`src/rtl/dense_kernel_step_sequencer_pkg.sv`:
```
// Shared constants and FSM state type for the dense kernel step sequencer.
package NVP_v1_constants;

  localparam int STEP_BIT_WIDTH  = 8;
  localparam int PIXEL_BIT_WIDTH = 16;

  typedef enum logic [1:0] {
    IDLE,
    WAIT_ACT,
    ISSUE
  } dense_seq_state_t;

endpackage

```
`src/rtl/dense_kernel_step_sequencer_step_counter.sv`:
```
// Up-counter with a programmable terminal value: wraps to zero after reaching it.
module step_counter #(
  parameter int WIDTH = 8
) (
  input  logic             clk,
  input  logic             reset,
  input  logic             load,
  input  logic             inc,
  input  logic [WIDTH-1:0] terminal,
  output logic [WIDTH-1:0] o_value,
  output logic             o_at_terminal
);

  assign o_at_terminal = (o_value == terminal);

  // load clears to the first step of a new layer; inc advances and wraps at terminal
  always_ff @(posedge clk) begin
    if (reset) begin
      o_value <= '0;
    end else if (load) begin
      o_value <= '0;
    end else if (inc) begin
      o_value <= o_at_terminal ? '0 : o_value + WIDTH'(1);
    end
  end

endmodule

```
`src/rtl/dense_kernel_step_sequencer.sv`:
```
// Holds each activation channel group and replays it once per kernel step to the PE arrays,
// generating weight-line addresses, step indices, finalize flags and layer completion.
module dense_kernel_step_sequencer
  import NVP_v1_constants::*;
#(
  parameter int ACTIVATION_BIT_WIDTH     = 8,
  parameter int NUMBER_OF_READ_STREAMS   = 4,
  parameter int WEIGHT_LINE_BUFFER_DEPTH = 1024,
  localparam int ADDR_W = $clog2(WEIGHT_LINE_BUFFER_DEPTH),
  localparam int DATA_W = ACTIVATION_BIT_WIDTH * NUMBER_OF_READ_STREAMS
) (
  input  logic                       clk,
  input  logic                       reset,
  input  logic                       i_start,
  input  logic [STEP_BIT_WIDTH-1:0]  i_num_kernel_steps,
  input  logic [STEP_BIT_WIDTH-1:0]  i_num_channel_steps,
  input  logic [PIXEL_BIT_WIDTH-1:0] i_num_pixels,
  input  logic [DATA_W-1:0]          i_act_data,
  input  logic                       i_act_valid,
  output logic                       o_act_ready,
  output logic [DATA_W-1:0]          o_pe_data,
  output logic                       o_pe_valid,
  input  logic                       i_pe_ready,
  output logic [ADDR_W-1:0]          o_weight_addr,
  output logic [STEP_BIT_WIDTH-1:0]  o_kernel_step,
  output logic [STEP_BIT_WIDTH-1:0]  o_channel_step,
  output logic                       o_last_channel_step,
  output logic                       o_busy,
  output logic                       o_done,
  output logic                       o_cfg_error
);

  dense_seq_state_t state, state_next;

  logic [STEP_BIT_WIDTH-1:0]    cfg_k, cfg_c;
  logic [PIXEL_BIT_WIDTH-1:0]   cfg_p;
  logic [STEP_BIT_WIDTH-1:0]    k_term, c_term;
  logic [PIXEL_BIT_WIDTH-1:0]   p_term;
  logic [2*STEP_BIT_WIDTH-1:0]  cfg_product;
  logic [STEP_BIT_WIDTH-1:0]    k_value, c_value;
  logic                         k_last, c_last, p_last;
  logic                         cfg_bad, start_accept, layer_start;
  logic                         pe_fire, act_fire, last_beat;
  logic [DATA_W-1:0]            pe_data;
  logic [ADDR_W-1:0]            weight_addr;
  logic                         done_q, cfg_error_q;

  assign cfg_product = (2*STEP_BIT_WIDTH)'(i_num_kernel_steps) *
                       (2*STEP_BIT_WIDTH)'(i_num_channel_steps);
  assign cfg_bad = (i_num_kernel_steps == '0) || (i_num_channel_steps == '0) ||
                   (i_num_pixels == '0) ||
                   (32'(cfg_product) > 32'(WEIGHT_LINE_BUFFER_DEPTH));

  // The done cycle already reads as IDLE, so a start there must be masked explicitly
  assign start_accept = (state == IDLE) && i_start && !done_q;
  assign layer_start  = start_accept && !cfg_bad;

  assign k_term = cfg_k - STEP_BIT_WIDTH'(1);
  assign c_term = cfg_c - STEP_BIT_WIDTH'(1);
  assign p_term = cfg_p - PIXEL_BIT_WIDTH'(1);

  assign pe_fire   = (state == ISSUE) && i_pe_ready;
  assign act_fire  = o_act_ready && i_act_valid;
  assign last_beat = k_last && c_last && p_last;

  always_ff @(posedge clk) begin
    if (reset) begin
      state <= IDLE;
    end else begin
      state <= state_next;
    end
  end

  // A new group is taken during ISSUE only when the final kernel replay leaves this cycle
  always_comb begin
    state_next  = state;
    o_act_ready = 1'b0;
    unique case (state)
      IDLE: begin
        if (layer_start) state_next = WAIT_ACT;
      end
      WAIT_ACT: begin
        o_act_ready = 1'b1;
        if (i_act_valid) state_next = ISSUE;
      end
      ISSUE: begin
        o_act_ready = k_last && i_pe_ready && !last_beat;
        if (i_pe_ready) begin
          if (last_beat) begin
            state_next = IDLE;
          end else if (k_last) begin
            state_next = i_act_valid ? ISSUE : WAIT_ACT;
          end
        end
      end
      default: state_next = IDLE;
    endcase
  end

  always_ff @(posedge clk) begin
    if (reset) begin
      cfg_k       <= '0;
      cfg_c       <= '0;
      cfg_p       <= '0;
      cfg_error_q <= 1'b0;
      done_q      <= 1'b0;
    end else begin
      done_q <= pe_fire && last_beat;
      if (start_accept) begin
        cfg_k       <= i_num_kernel_steps;
        cfg_c       <= i_num_channel_steps;
        cfg_p       <= i_num_pixels;
        cfg_error_q <= cfg_bad;
      end
    end
  end

  // Address tracks c*K+k by counting consumed beats, restarting at each pixel boundary
  always_ff @(posedge clk) begin
    if (reset) begin
      pe_data     <= '0;
      weight_addr <= '0;
    end else begin
      if (act_fire) pe_data <= i_act_data;
      if (layer_start) begin
        weight_addr <= '0;
      end else if (pe_fire) begin
        weight_addr <= (k_last && c_last) ? '0 : weight_addr + ADDR_W'(1);
      end
    end
  end

  step_counter #(.WIDTH(STEP_BIT_WIDTH)) u_kernel_counter (
    .clk           (clk),
    .reset         (reset),
    .load          (layer_start),
    .inc           (pe_fire),
    .terminal      (k_term),
    .o_value       (k_value),
    .o_at_terminal (k_last)
  );

  step_counter #(.WIDTH(STEP_BIT_WIDTH)) u_channel_counter (
    .clk           (clk),
    .reset         (reset),
    .load          (layer_start),
    .inc           (pe_fire && k_last),
    .terminal      (c_term),
    .o_value       (c_value),
    .o_at_terminal (c_last)
  );

  step_counter #(.WIDTH(PIXEL_BIT_WIDTH)) u_pixel_counter (
    .clk           (clk),
    .reset         (reset),
    .load          (layer_start),
    .inc           (pe_fire && k_last && c_last),
    .terminal      (p_term),
    .o_value       (),
    .o_at_terminal (p_last)
  );

  assign o_pe_data           = pe_data;
  assign o_pe_valid          = (state == ISSUE);
  assign o_weight_addr       = weight_addr;
  assign o_kernel_step       = k_value;
  assign o_channel_step      = c_value;
  assign o_last_channel_step = (state == ISSUE) && c_last;
  assign o_busy              = (state != IDLE);
  assign o_done              = done_q;
  assign o_cfg_error         = cfg_error_q;

endmodule

```
`config.mk`:
```
export PLATFORM = sky130hd
export DESIGN_NAME = dense_kernel_step_sequencer
export DESIGN_NICKNAME = d
export VERILOG_FILES = /design/src/rtl/dense_kernel_step_sequencer_pkg.sv /design/src/rtl/dense_kernel_step_sequencer_step_counter.sv /design/src/rtl/dense_kernel_step_sequencer.sv
export SDC_FILE = /design/constraint.sdc
export NUM_CORES = 1
export LEC_CHECK = 0
export ABC_AREA = 1
export BUFFER_PORTS_ARGS = -buffer_cell sky130_fd_sc_hd__buf_4
export CORE_ASPECT_RATIO = 1.2
export CORE_MARGIN = 2
export CORE_UTILIZATION = 45
export CTS_CLUSTER_SIZE = 20
export DETAILED_ROUTE_END_ITERATION = 10
export HOLD_SLACK_MARGIN = 0.15
export PLACE_DENSITY = 0.64
export SLEW_MARGIN = 20
export SYNTH_ARGS = -nofsm -noshare
export SYNTH_HDL_FRONTEND = slang
export SYNTH_SLANG_ARGS = --single-unit
```
`constraint.sdc`:
```
create_clock -name clk -period 4.65 [get_ports clk]
set_clock_uncertainty 0.1 [all_clocks]
set_input_delay 0.2325 -clock clk [delete_from_list [all_inputs] [get_ports clk]]
set_output_delay 0.2325 -clock clk [all_outputs]
set_load 0.1 [all_outputs]
```
==> metrics.txt, run 1 <==
Min Clock Period, post-route 4400 ps; leading area contributor after synthesis dfxtp_1; post-synth top area share 25.1%; CTS tree yes; leading post-synthesis cells by cell area dfxtp_1 (25%), nand2_1 (14%), inv_1 (11%); Reg-to-Reg Start cfg_p[0]; Switch Pwr 2070 µW; Hold Path Depth 4; area of the core 19000 µm²; DRT Pass-1 Iters 5; DRC errors left 0; filler instances 1871; row cnt 55; Max-slew headroom 45.3%; crit-path max cell delay 560 ps; sw frac 46.5%; Post-synth EDFFs 0; Pint 2390 µW; Final period util 94.6%; routed len/inst 13.3 µm; Hold WC Path Type in -> reg; Critical Path Source i_num_channel_steps[4]; CP Class in -> reg; vias in the first global route 8665; Mapped Cells 1366; Flop pwr share 26.1%; GR Overflow Total 0; Die H 157 µm; slowest CP cell fa_1; first-pass GRT wire length 40.4 mm; WP data arrival 4540 ps; pin count of the biggest net entering global routing 47; Die Span X 131 µm; crit path capture o_weight_addr[6]; post-route ant nets 0; Layout Utilization 58.5%; DR iter-0 viols 412; Clk pwr share 18.0%; share of cells above drive strength 1 14.3%; CTS Buffer Depth 2; Startpoint Class input pin; most used cell, CP nand2_1; clock root buffer clkbuf_16; flops & latches, synth 110; syn_area_per_cell 6.41 µm²; leakage power 0.00586 µW; Post-Syn Nets 1518; detailed-route via count 8832; Max IR drop VDD 0.346 mV; final hold violation count 0; initial core utilization 46.1%; GRT Overall Usage 23.9%; Non-Filler Instances 1817; Synth warnings 0; initial antenna violation count 0; num ports 133; final wirelength 24.2 mm; final net count 1708; status completed; most used flip-flop cell after synthesis dfxtp_1; DP Cell Count 1752; GP Congestion 0.894; clk_lat worst skew 360 ps; area grow syn2layout 26.8%; commonest non-fill, non-tap cell in the layout nand2_1; P per Cell Area 402 nW/µm²; Hold Startpoint i_num_kernel_steps[6]; Post-DP HPWL 18.5 mm; r2r endpoint o_pe_data[17]; max-cap violation count 0; Final setup viols 0; R2R cell count 19; crit path max fanout 9; register area share after synthesis 25.1%; Vias/cell 4.86; Setup Buffers After CTS 0; CTS sink cnt 110; most frequent cells in the layout nand2_1 (317), inv_1 (254), nor2_1 (190), buf_4 (173), dfxtp_1 (110); TritonCTS Buffers 9; ys async rst share 0%; Gate power share 55.9%; CTS clock-pin slew for the worst setup and hold paths 80 ps; Tightest Pin Transition 818 ps; # diodes 0; max-slew violations 0; CP endpoint kind flop; die area 20600 µm²; synth unique cells 37; R2R setup slack 1450 ps; post-synthesis cell area 8760 µm²; I/O Buffers 132; RSZ-0062 raised after global routing yes; FMAX 227 MHz; H-tree Lvls 3; Worst EP required 4790 ps
-- cells by family after synthesis --
kind of cell | synth area share [%]
simple gates | 34.1
buf+inv | 14.6
flops | 25.1
compound gates | 6.11
fa+ha+maj | 14.9
xor+xnor | 5.11
-- cells in the mapped netlist, types with 4 or more instances --
master    count
a21oi_1      46
and3_1        5
inv_1       256
nor4_1        4
nor2_4        4
nand2_1     317
buf_4         5
buf_1         7
nand3b_1     10
nor3b_1       7
dfxtp_1     110
nand4_1      53
nor2_1      191
fa_1         36
xnor2_1      11
clkbuf_1     32
xor2_1       35
ha_1         47
nand3_1      53
clkinv_1     30
nor3_1       27
nand2_2       6
o21ai_0      45
-- metrics by stage --
| stage | power [µW] | cell area, µm² | setup slack [ps] | hold slack, ps | TNS [ps] |
|---|---|---|---|---|---|
| 2_1_floorplan | 2960 | 8780 | 5.46 | 210 | 0 |
| 3_3_place_gp | 3550 | 10200 | -168 | 314 | -1830 |
| 3_5_place_dp | 3570 | 10200 | -221 | 320 | -4260 |
| 4_1_cts | 4410 | 11000 | 132 | 167 | 0 |
| 5_1_grt | 4850 | 11100 | -32.0 | 186 | -284 |
| 6_report | 4460 | 11100 | 252 | 165 | 0 |
-- worst max-delay path: cells and delay by family --
family	cells	cell delay, ps
adder cells (fa/ha/maj)	5	2380
AND/OR/NAND/NOR	13	1190
buffers and inverters	8	700
-- metal layers --
layer  part of all wire (%)  up-vias  routed length, µm  GRT usage [%]
li1                       -     4547                  -              -
met1                     42     4051              10100           27.5
met2                     53      191              12700           46.1
met3                    3.3       43                797           2.04
met4                    2.4        0                592           8.59
met5                      0        -                  0              0
-- cell type report --
class / instances / area [µm²] / area share [%]
flip-flops and latches: 110 / 2200 / 19.8
clock buffers: 10 / 229 / 2.06
well taps: 256 / 320 / 2.89
clock inverters: 6 / 80.1 / 0.721
repair buffers: 226 / 1840 / 16.6
multi-input cells: 922 / 5350 / 48.2
inverters: 287 / 1080 / 9.70
-- power groups by stage --
stage,clock (µW),combinational (µW),sequential (µW)
3_5_place_dp,0,2390,1180
3_3_place_gp,0,2370,1180
4_1_cts,816,2440,1160
5_1_grt,859,2810,1180
6_report,803,2490,1160
2_1_floorplan,0,1540,1430
-- state kept, by name, summed over array words and instances, names as in the netlist --
name	cells
cfg_c	8
cfg_k	8
cfg_p	16
o_cfg_error	1
o_done	1
o_pe_data	32
o_weight_addr	10
state	2
u_channel_counter.o_value	8
u_kernel_counter.o_value	8
u_pixel_counter.o_value	16
-- worst min path at each step --
stage | endpoint
global placement | o_done
finish | cfg_k[6]
detailed placement | o_done
floorplan | o_done
global route | cfg_k[6]
CTS | cfg_k[6]
-- what timing repair did --
item | 4_1_cts | 5_1_grt
setup endpoints to repair | 0 | 29
hold endpoints to repair | 49 | 0
hold buffers | 49 | 0
gates resized for setup | 0 | 17
No activity file was read; power rests on OpenSTA's default activity.
==> run 2, diff against run 1 <==
--- a/config.mk
+++ b/config.mk
@@ -13,7 +13,7 @@
 export CTS_CLUSTER_SIZE = 20
 export DETAILED_ROUTE_END_ITERATION = 10
 export HOLD_SLACK_MARGIN = 0.15
-export PLACE_DENSITY = 0.64
+export PLACE_DENSITY = 0.61
 export SLEW_MARGIN = 20
 export SYNTH_ARGS = -nofsm -noshare
 export SYNTH_HDL_FRONTEND = slang
==> constraint.sdc (replaced) <==
create_clock -name clk -period 5.4 [get_ports clk]
set_clock_uncertainty 0.1 [all_clocks]
set_input_delay 0.27 -clock clk [delete_from_list [all_inputs] [get_ports clk]]
set_output_delay 0.27 -clock clk [all_outputs]
set_load 0.1 [all_outputs]
==> run 2 against run 1 <==
  * Global-route usage is 0.75 points lower
  * Utilization is 2.5 points lower
  * Via count is 3.7% lower
  * Die area stayed put
  * Worst setup slack better by 76 ps
  * Flip-flop and latch count stayed put
  * Final area is 4.3% lower
  * Total power is 18% lower
  * Combinational power is 19% lower
  * Sequential power is 14% lower
  * Critical path depth is 1 lower
==> metrics.txt, run 2 (synthesized netlist as in run 1, its figures left out) <==
Min Clock Period, post-route 5070 ps; area of the core 19000 µm² (unchanged); Pint 1910 µW (was 2390 µW); critical path's top delay family adder cells (unchanged); max-slew violations 0 (unchanged); leakage power 0.00560 µW (was 0.00586 µW); GP Congestion 0.897 (was 0.894); sw frac 47.8% (was 46.5%); slowest CP cell fa_1 (unchanged); area grow syn2layout 21.3% (was 26.8%); FMAX 197 MHz; row cnt 55 (unchanged); commonest non-fill, non-tap cell in the layout nand2_1 (unchanged); initial antenna violation count 0 (unchanged); Final setup viols 0 (unchanged); CP Class in -> reg (unchanged); CTS sink cnt 110 (unchanged); Tightest Pin Transition 888 ps (was 818 ps); Vias/cell 4.81 (was 4.86); I/O Buffers 132 (unchanged); first-pass GRT wire length 39.3 mm (was 40.4 mm); num ports 133 (unchanged); P per Cell Area 345 nW/µm² (was 402 nW/µm²); initial core utilization 46.1% (unchanged); Worst EP required 5550 ps (was 4790 ps); Flop pwr share 27.3% (was 26.1%); die area 20600 µm² (unchanged); Clk pwr share 17.8% (was 18.0%); Layout Utilization 55.9% (was 58.5%); final hold violation count 0 (unchanged); detailed-route via count 8502 (was 8832); CTS Buffer Depth 2 (unchanged); Gate power share 54.9% (was 55.9%); H-tree Lvls 3 (unchanged); GR Overflow Total 0 (unchanged); DRC errors left 0 (unchanged); final net count 1659 (was 1708); Die Span X 131 µm (unchanged); # diodes 0 (unchanged); clk_lat worst skew 360 ps (about the same); WP data arrival 5220 ps (was 4540 ps); CP endpoint kind flop (unchanged); Hold WC Path Type in -> reg (unchanged); GRT Overall Usage 23.1% (was 23.9%); DRT Pass-1 Iters 5 (unchanged); most used cell, CP nand2_1 (unchanged); most frequent cells in the layout nand2_1 (315), inv_1 (254), nor2_1 (190), buf_4 (141), dfxtp_1 (110) (was nand2_1 (317), inv_1 (254), nor2_1 (190), buf_4 (173), dfxtp_1 (110)); Max IR drop VDD 0.200 mV (was 0.346 mV); status completed (unchanged); Final period util 93.9%; Buffers & Inverters on Critical Path 7 (was 8); routed len/inst 13.2 µm (was 13.3 µm); Switch Pwr 1750 µW (was 2070 µW); crit path max fanout 10 (was 9); CTS clock-pin slew for the worst setup and hold paths 80 ps (about the same); vias in the first global route 8269 (was 8665); CTS tree yes (unchanged); DR iter-0 viols 350 (was 412); crit-path max cell delay 560 ps (about the same); Startpoint Class input pin (unchanged); max-cap violation count 0 (unchanged); max FFs per register 32 (unchanged); final wirelength 23.3 mm (was 24.2 mm); worst hold slack 151 ps (was 165 ps); Post-DP HPWL 18.1 mm (was 18.5 mm); share of cells above drive strength 1 12.3% (was 14.3%); Die H 157 µm (unchanged); Max-slew headroom 40.8% (was 45.3%); TritonCTS Buffers 9 (unchanged); pin count of the biggest net entering global routing 68 (was 47); post-route ant nets 0 (unchanged); clock root buffer clkbuf_16 (unchanged)
## run 2: power by group through the flow
stage	Clock, µW	Combinational (µW)	Sequential [µW]
final	652	2010	1000
after global routing	702	2290	1020
after global placement	0	1950	1020
after floorplan	0	1320	1230
after CTS	668	1990	1000
after detailed placement	0	1960	1020
## run 2: worst paths after layout
check	startpoint	to	slack, ps	depth (start not counted)
min	i_act_data[3]	o_pe_data[3]	150	5
min reg2reg	cfg_p[1]	cfg_p[1]	400	2
max reg2reg	cfg_k[0]	o_pe_data[7]	1760	15
max	i_num_channel_steps[6]	state[0]	330	25
## run 2: area by class of cell
type,count,area (µm²)
Multi-Input combinational cell,922,5310
Clock buffer,10,239
Fill cell,1972,8370
Inverter,287,1080
Tap cell,256,320
Clock inverter,5,43.8
Timing Repair Buffer,177,1430
Sequential cell,110,2200
## run 2: stage by stage
stage | instances | setup TNS (ps) | total power [µW] | setup WS [ps] | cell area, µm²
4_1_cts | 1762 | 0 | 3660 | 29.8 | 10500
3_5_place_dp | 1712 | 0 | 2980 | 204 | 9910
5_1_grt | 1767 | -68.6 | 4000 | -38.4 | 10600
2_1_floorplan | 1366 | 0 | 2550 | 599 | 8760
3_3_place_gp | 1712 | 0 | 2960 | 258 | 9910
6_report | 1767 | 0 | 3670 | 328 | 10600
## run 2: layer usage
| layer | track usage, % | wire length [µm] | vias up |
|---|---|---|---|
| met5 | 0 | 0 | - |
| met4 | 8.33 | 585 | 0 |
| met3 | 2.04 | 688 | 38 |
| met2 | 43.0 | 11900 | 158 |
| met1 | 28.0 | 10200 | 3856 |
| li1 | - | - | 4450 |
## run 2: what timing repair did
item                                   4_1_cts  5_1_grt
hold buffers                                35        0
setup endpoints to repair                    0       45
setup buffers                                0        5
resized for setup                            0       13
endpoints found under the hold margin       35        0
## run 2: worst min-delay path, cell delays in order
cell and delay, ps:
buf_4 80, inv_1 30, nand4_1 70, nand2_1 50
nor2_1 80
